[config.mk]
export PLATFORM = sky130hd
export DESIGN_NAME = rr_requester_bank
export DESIGN_NICKNAME = d
export VERILOG_FILES = /design/src/rtl/rr_req_pkg.sv /design/src/rtl/rr_req_channel.sv /design/src/rtl/rr_requester_bank.sv
export SDC_FILE = /design/constraint.sdc
export NUM_CORES = 1
export LEC_CHECK = 0
export ABC_CLOCK_PERIOD_IN_PS = 3600
export CAP_MARGIN = 20
export CELL_PAD_IN_SITES_DETAIL_PLACEMENT = 2
export CELL_PAD_IN_SITES_GLOBAL_PLACEMENT = 2
export CORE_ASPECT_RATIO = 2
export CORE_MARGIN = 1.5
export CORE_UTILIZATION = 36
export DETAILED_ROUTE_END_ITERATION = 8
export GPL_ROUTABILITY_DRIVEN = 1
export PLACE_DENSITY = 0.87
export REMOVE_ABC_BUFFERS = 1
export SYNTH_ARGS = -nofsm -noshare
export SYNTH_HDL_FRONTEND = slang
export SYNTH_HIERARCHICAL = 1
export SYNTH_SLANG_ARGS = --single-unit
[constraint.sdc]
create_clock -name clk -period 3.6 [get_ports clk]
set_input_delay 0.36 -clock clk [delete_from_list [all_inputs] [get_ports clk]]
set_output_delay 0.36 -clock clk [all_outputs]
set_load 0.02 [all_outputs]
[src/rtl/rr_req_pkg.sv]
// Shared types, default parameters and counter-width helpers for the
// round-robin requester bank.
package rr_req_pkg;

  // Default configuration; N must match the width of the arbiter it drives.
  localparam int DEF_N        = 4;
  localparam int DEF_BEAT_LEN = 4;
  localparam int DEF_MAX_PEND = 7;
  localparam int DEF_TIMEOUT  = 16;

  // Per-channel protocol state.
  typedef enum logic [1:0] {
    ST_IDLE = 2'd0,  // no request on the line
    ST_REQ  = 2'd1,  // request raised, waiting for grant
    ST_OWN  = 2'd2,  // granted, emitting beats
    ST_GAP  = 2'd3   // forced one-cycle request drop so the arbiter rotates
  } ch_state_e;

  // Pending counter must hold 0..max_pend inclusive.
  function automatic int pend_w(input int max_pend);
    return $clog2(max_pend + 1);
  endfunction

  // Beat counter holds 0..beat_len-1; never narrower than one bit.
  function automatic int beat_w(input int beat_len);
    return (beat_len <= 1) ? 1 : $clog2(beat_len);
  endfunction

  // Wait counter saturates at timeout, so it must hold 0..timeout.
  function automatic int wait_w(input int timeout);
    return (timeout < 1) ? 1 : $clog2(timeout + 1);
  endfunction

endpackage

[src/rtl/rr_req_channel.sv]
// One requester channel: request FSM, pending-job counter, beat counter and,
// when RR_REQ_TIMEOUT_EN is defined, a saturating starvation wait counter.
// All outputs are decoded from flops only; no input reaches an output
// combinationally.
module rr_req_channel
  import rr_req_pkg::*;
#(
  parameter int BEAT_LEN = DEF_BEAT_LEN,
  parameter int MAX_PEND = DEF_MAX_PEND,
  parameter int TIMEOUT  = DEF_TIMEOUT
) (
  input  logic clk,
  input  logic reset,
  input  logic job_push,
  input  logic grant,
  output logic req,
  output logic beat,
  output logic done,
  output logic pend_full,
  output logic overflow,
  output logic err_lost,
  output logic starve
);

  localparam int PW = pend_w(MAX_PEND);
  localparam int BW = beat_w(BEAT_LEN);

  localparam logic [PW-1:0] PEND_MAX  = PW'(MAX_PEND);
  localparam logic [PW-1:0] PEND_ONE  = PW'(1);
  localparam logic [BW-1:0] BEAT_LAST = BW'(BEAT_LEN - 1);
  localparam logic [BW-1:0] BEAT_ONE  = BW'(1);

  ch_state_e       state_q, state_d;
  logic [BW-1:0]   beat_cnt_q, beat_cnt_d;
  logic [PW-1:0]   pend_q, pend_d;
  logic            err_lost_q, err_lost_d;
  logic            overflow_q, overflow_d;
  logic            complete;   // last beat of a job is being retired this cycle

  // Request protocol: next state, beat counter, grant-loss detection.
  // NOTE: every signal written here gets a default before the case so no
  // path leaves it unassigned; otherwise synthesis would infer a latch.
  always_comb begin
    state_d    = state_q;
    beat_cnt_d = beat_cnt_q;
    err_lost_d = err_lost_q;
    complete   = 1'b0;
    unique case (state_q)
      ST_IDLE: begin
        if (pend_q != '0) state_d = ST_REQ;
      end
      ST_REQ: begin
        // Burst starts at beat 0 whether this is a fresh job or a retry.
        if (grant) begin
          state_d    = ST_OWN;
          beat_cnt_d = '0;
        end
      end
      ST_OWN: begin
        if (beat_cnt_q == BEAT_LAST) begin
          // Last beat retires the job even if the arbiter has already let go.
          complete   = 1'b1;
          state_d    = ST_GAP;
          beat_cnt_d = '0;
        end else if (!grant) begin
          // Arbiter withdrew mid-burst: keep the job and ask again.
          err_lost_d = 1'b1;
          state_d    = ST_REQ;
          beat_cnt_d = '0;
        end else begin
          beat_cnt_d = beat_cnt_q + BEAT_ONE;
        end
      end
      ST_GAP: begin
        state_d = ST_IDLE;
      end
      default: begin
        state_d = ST_IDLE;
      end
    endcase
  end

  // Pending jobs: a push and a completion in the same cycle cancel out, so a
  // full channel can accept a push on its last beat without overflowing.
  always_comb begin
    pend_d     = pend_q;
    overflow_d = 1'b0;
    if (job_push && !complete) begin
      if (pend_q == PEND_MAX) overflow_d = 1'b1;
      else                    pend_d     = pend_q + PEND_ONE;
    end else if (complete && !job_push) begin
      pend_d = pend_q - PEND_ONE;
    end
  end

  // State registers; reset discards any in-flight job and all pending work.
  // NOTE: sequential state uses non-blocking assignments so every flop
  // samples the pre-edge value of every other flop.
  always_ff @(posedge clk or posedge reset) begin
    if (reset) begin
      state_q    <= ST_IDLE;
      beat_cnt_q <= '0;
      pend_q     <= '0;
      err_lost_q <= 1'b0;
      overflow_q <= 1'b0;
    end else begin
      state_q    <= state_d;
      beat_cnt_q <= beat_cnt_d;
      pend_q     <= pend_d;
      err_lost_q <= err_lost_d;
      overflow_q <= overflow_d;
    end
  end

  assign req       = (state_q == ST_REQ) || (state_q == ST_OWN);
  assign beat      = (state_q == ST_OWN);
  assign done      = (state_q == ST_OWN) && (beat_cnt_q == BEAT_LAST);
  assign pend_full = (pend_q == PEND_MAX);
  assign overflow  = overflow_q;
  assign err_lost  = err_lost_q;

`ifdef RR_REQ_TIMEOUT_EN
  localparam int WW = wait_w(TIMEOUT);
  localparam logic [WW-1:0] WAIT_MAX = WW'(TIMEOUT);
  localparam logic [WW-1:0] WAIT_ONE = WW'(1);

  logic [WW-1:0] wait_q, wait_d;
  logic          starve_q, starve_d;

  // Count unanswered request cycles, saturating at TIMEOUT; starvation sticks.
  always_comb begin
    wait_d   = wait_q;
    starve_d = starve_q;
    if (state_q == ST_REQ) begin
      if (grant)                  wait_d = '0;
      else if (wait_q != WAIT_MAX) wait_d = wait_q + WAIT_ONE;
      if (wait_d == WAIT_MAX) starve_d = 1'b1;
    end
  end

  // Wait counter and starvation flag registers.
  always_ff @(posedge clk or posedge reset) begin
    if (reset) begin
      wait_q   <= '0;
      starve_q <= 1'b0;
    end else begin
      wait_q   <= wait_d;
      starve_q <= starve_d;
    end
  end

  assign starve = starve_q;
`else
  // Without the timeout feature the flag is constant; TIMEOUT stays
  // referenced so both builds share one parameter list.
  logic unused_timeout;
  assign unused_timeout = |TIMEOUT;
  assign starve         = 1'b0;
`endif

endmodule

[src/rtl/rr_requester_bank.sv]
// Requester side of a 4-way round-robin arbiter: N independent channels, each
// turning pushed jobs into fixed-length grant bursts separated by a request
// drop. Optional starvation detection is enabled by RR_REQ_TIMEOUT_EN.
module rr_requester_bank
  import rr_req_pkg::*;
#(
  parameter int N        = DEF_N,
  parameter int BEAT_LEN = DEF_BEAT_LEN,
  parameter int MAX_PEND = DEF_MAX_PEND,
  parameter int TIMEOUT  = DEF_TIMEOUT
) (
  input  logic         clk,
  input  logic         reset,
  input  logic [N-1:0] job_push,
  input  logic [N-1:0] grant,
  output logic [N-1:0] req,
  output logic [N-1:0] beat,
  output logic [N-1:0] done,
  output logic [N-1:0] pend_full,
  output logic [N-1:0] overflow,
  output logic [N-1:0] err_lost,
  output logic [N-1:0] starve
);

  // One channel per arbiter port; bit i of every vector belongs to channel i.
  for (genvar i = 0; i < N; i++) begin : g_ch
    rr_req_channel #(
      .BEAT_LEN (BEAT_LEN),
      .MAX_PEND (MAX_PEND),
      .TIMEOUT  (TIMEOUT)
    ) u_ch (
      .clk       (clk),
      .reset     (reset),
      .job_push  (job_push[i]),
      .grant     (grant[i]),
      .req       (req[i]),
      .beat      (beat[i]),
      .done      (done[i]),
      .pend_full (pend_full[i]),
      .overflow  (overflow[i]),
      .err_lost  (err_lost[i]),
      .starve    (starve[i])
    );
  end

endmodule

==> results.tsv <==
stage	metric	value	unit
worst_setup_path	worstSetupStartpointType	flop	
pwr	p_int	1.37	mW
logic_synthesis	yosysSeqAreaShare	40.9	%
timing	period_needed	2430	ps
global_route	grt_usage	18.9	%
detailed_routing	wire_per_inst	17.7	µm
floorplanning	core_area	5960	µm²
pwr	seqPwrFrac	31.4	%
clocking	root_buffer	clkbuf_16	
detailed_routing	firstDrtPassIters	2	
clocking	cts_resized	0	
final_layout	final_cell_mix	dfrtp_1 (36), clkdlybuf4s50_1 (33), inv_1 (30)	
logic_synthesis	synth_top_area_cell	dfrtp_1	
logic_synthesis	yosysUniqueCellTypes	39	
pwr	p_sw_share	41.2	%
final_layout	area_growth	23.6	%
final_layout	fin_nets	280	
floorplanning	die_area	6630	µm²
detailed_routing	drtIter0Drc	33	
floorplanning	num_io_pins	38	
worst_setup_path	worstPathRequired	3770	ps
detailed_routing	routed_via_density	5.52	
worst_setup_path	r2r_slack	1170	ps
global_route	grt_max_degree	12	
clocking	cts_made_buffers	5	
global_route	grt.overflow.total	0	
pwr	power_density	852	nW/µm²
timing	fin_crit_sh	67.6	%
worst_setup_path	arrival	2600	ps
place	dp_hpwl	4350	µm
detailed_routing	drc	0	
global_route	grt_first_pass_wirelength	9550	µm
logic_synthesis	yosysWarnings	6	
worst_setup_path	path_max_fanout	8	
clocking	cts_max_level	2	
clocking	post-cts-setup-buffer-count	0	
worst_setup_path	path_class	reg -> reg	
timing	max_freq	411	MHz
flow_run	drv_cap	0	
clocking	ctsHoldBuffers	0	
timing	hold_violations	0	
logic_synthesis	postSynthCellCount	216	
timing	fin_tns_setup	0	ps
clocking	clk_latency	280	ps
detailed_routing	drt-total-wl	5560	µm
final_layout	drive_gt1_share	7.17	%
pwr	p_clk_share	19.0	%
logic_synthesis	netlist_area	2200	µm²
final_layout	final_cell_area	2730	µm²
place	portBuffers	33	
detailed_routing	vias	1733	
clocking	cts_tree	yes	
floorplanning	rows	40	
final_layout	layout.cells.non_filler	314	
logic_synthesis	syn_area_per_cell	10.2	µm²
clocking	cts.path.max_buffers	2	
pwr	power_leakage	1.24	nW
floorplanning	fp.dieW	58.3	µm
final_layout	diodes	0	
pwr	irDropWorstVdd	0.338	mV
worst_setup_path	rr_startpoint	g_ch[2].u_ch/state_q[0]	
timing	fin_worst_skew	3.90	ps
place	postPlaceCellArea	2580	µm²
floorplanning	dieHeight	114	µm
pwr	comb_power_share	49.6	%
place	placedCellCount	306	
worst_setup_path	reg2reg_depth	8	
logic_synthesis	synth-seq-cells	36	
clocking	cts.sinks	36	
logic_synthesis	synth.top_cell.area_share	40.9	%
timing	drv_slew	0	
timing	finalSetupViolCount	0	
clocking	clkSlewWorstSetupHoldPaths	60	ps
worst_hold_path	hp-class	in -> async	
outcome	status	complete, no violations	
place	gp_congestion	0.727	
floorplanning	start_util	37.0	%
global_route	grt_pass1_vias	1993	
global_route	antenna_found_initial	0	
worst_setup_path	critical_path.endpoint_type	flop	
worst_setup_path	r2r-end	g_ch[2].u_ch/pend_q[2]	
pwr	p_sw	957	µW
logic_synthesis	netlist_top_cells_area	dfrtp_1 (41%), ha_1 (9.1%), inv_1 (5.1%), fa_1 (3.6%), xnor2_1 (3.2%)	
detailed_routing	ant_nets	0	
timing	rsz0062_at_grt	no	
final_layout	final_common_cell	dfrtp_1	
-- logic make-up after synthesis --
family	after synthesis	synth area share [%]
xor gates and xnor gates	8	3.18
other	4	0.681
adders and majority gates	20	12.7
and+or+nand+nor	62	17.8
buffers and inverters	36	6.81
muxes	2	1.02
AOI/OAI and AO/OA	48	16.9
DFF	36	40.9
-- per-layer routing --
metal / track usage (%) / routed length [µm] / vias to the layer above / share of wire (%)
met5: 0 / 0 / - / 0
met4: 8.53 / 114 / 0 / 2.1
met3: 2.95 / 132 / 7 / 2.4
met2: 36.9 / 3350 / 33 / 60
met1: 18.1 / 1950 / 877 / 35
li1: - / - / 816 / -
-- flip-flops by register name, indices dropped and copies added (netlist names) --
| register | flops |
|---|---|
| g_ch.u_ch/beat_cnt_q | 8 |
| g_ch.u_ch/pend_q | 12 |
| g_ch.u_ch/err_lost | 4 |
| g_ch.u_ch/overflow | 4 |
| g_ch.u_ch/state_q | 8 |
-- cell type report --
cell class              count  area (µm²)
clock buffers               6         139
clock inverters             2        10.0
fillers                   645        3230
inverters                  30         113
multi-input cells         144        1150
flip-flops and latches     36         901
well taps                  63        78.8
repair buffers             33         330
-- critical path, cell delays in order, from the launching register on --
cell and delay [ps]:
dfrtp_1 420, inv_1 90, ha_1 310, a21boi_0 430, inv_1 140, fa_1 410
nor4bb_1 280, a31oi_1 90, xnor2_1 150
-- worst max-delay path by stage --
stage | from | endpoint | slack [ps]
floorplan | g_ch[1].u_ch/state_q[0] | g_ch[1].u_ch/pend_q[2] | 1410
global placement | job_push[1] | g_ch[1].u_ch/pend_q[2] | 1270
detailed placement | job_push[2] | g_ch[2].u_ch/pend_q[2] | 1150
CTS | g_ch[2].u_ch/state_q[0] | g_ch[2].u_ch/pend_q[2] | 1160
global route | g_ch[2].u_ch/state_q[0] | g_ch[2].u_ch/pend_q[2] | 900
finish | g_ch[2].u_ch/state_q[0] | g_ch[2].u_ch/pend_q[2] | 1170
-- synth_stat cells --
cell type  instances
o2bb2ai_1          2
a32oi_1            2
nand2_1            8
nand4_1            2
clkbuf_1           2
dfrtp_1           36
and3b_1            6
nand3b_1           4
a22o_1             2
ha_1              16
nand3_1            4
nor2_1            18
o31a_1             2
fa_1               4
conb_1             4
a21oi_2            2
mux2_2             2
nor4b_1            2
o41ai_1            2
or4b_4             4
o32a_1             4
buf_4              4
nand2b_1           6
nand4b_1           2
a21boi_1           2
o22ai_1            2
a21o_1             2
a21boi_0           2
a31o_1             2
o21bai_1           2
nor4bb_1           4
o2111ai_1          2
xnor2_1            8
and2_1             2
o31ai_1            2
a22oi_2            2
inv_1             30
a31oi_1            8
a21oi_1            6
-- power by group through the flow --
| stage | logic, mW | clock network, mW | registers, mW |
|---|---|---|---|
| floorplan | 0.777 | 0 | 0.703 |
| global route | 1.28 | 0.472 | 0.754 |
| global placement | 1.12 | 0 | 0.723 |
| CTS | 1.18 | 0.458 | 0.731 |
| detailed placement | 1.16 | 0 | 0.736 |
| finish | 1.15 | 0.442 | 0.728 |
-- per-stage QoR --
stage / hold slack, ps / worst slack [ps] / util, % / power, mW
floorplan: 188 / 1410 / - / 1.48
global placement: 459 / 1270 / 43.3 / 1.84
detailed placement: 459 / 1150 / 43.3 / 1.90
CTS: 473 / 1160 / 45.8 / 2.36
global route: 486 / 901 / 45.8 / 2.50
finish: 463 / 1170 / 45.8 / 2.32
Note: power is estimated with default switching activity, not from simulation.
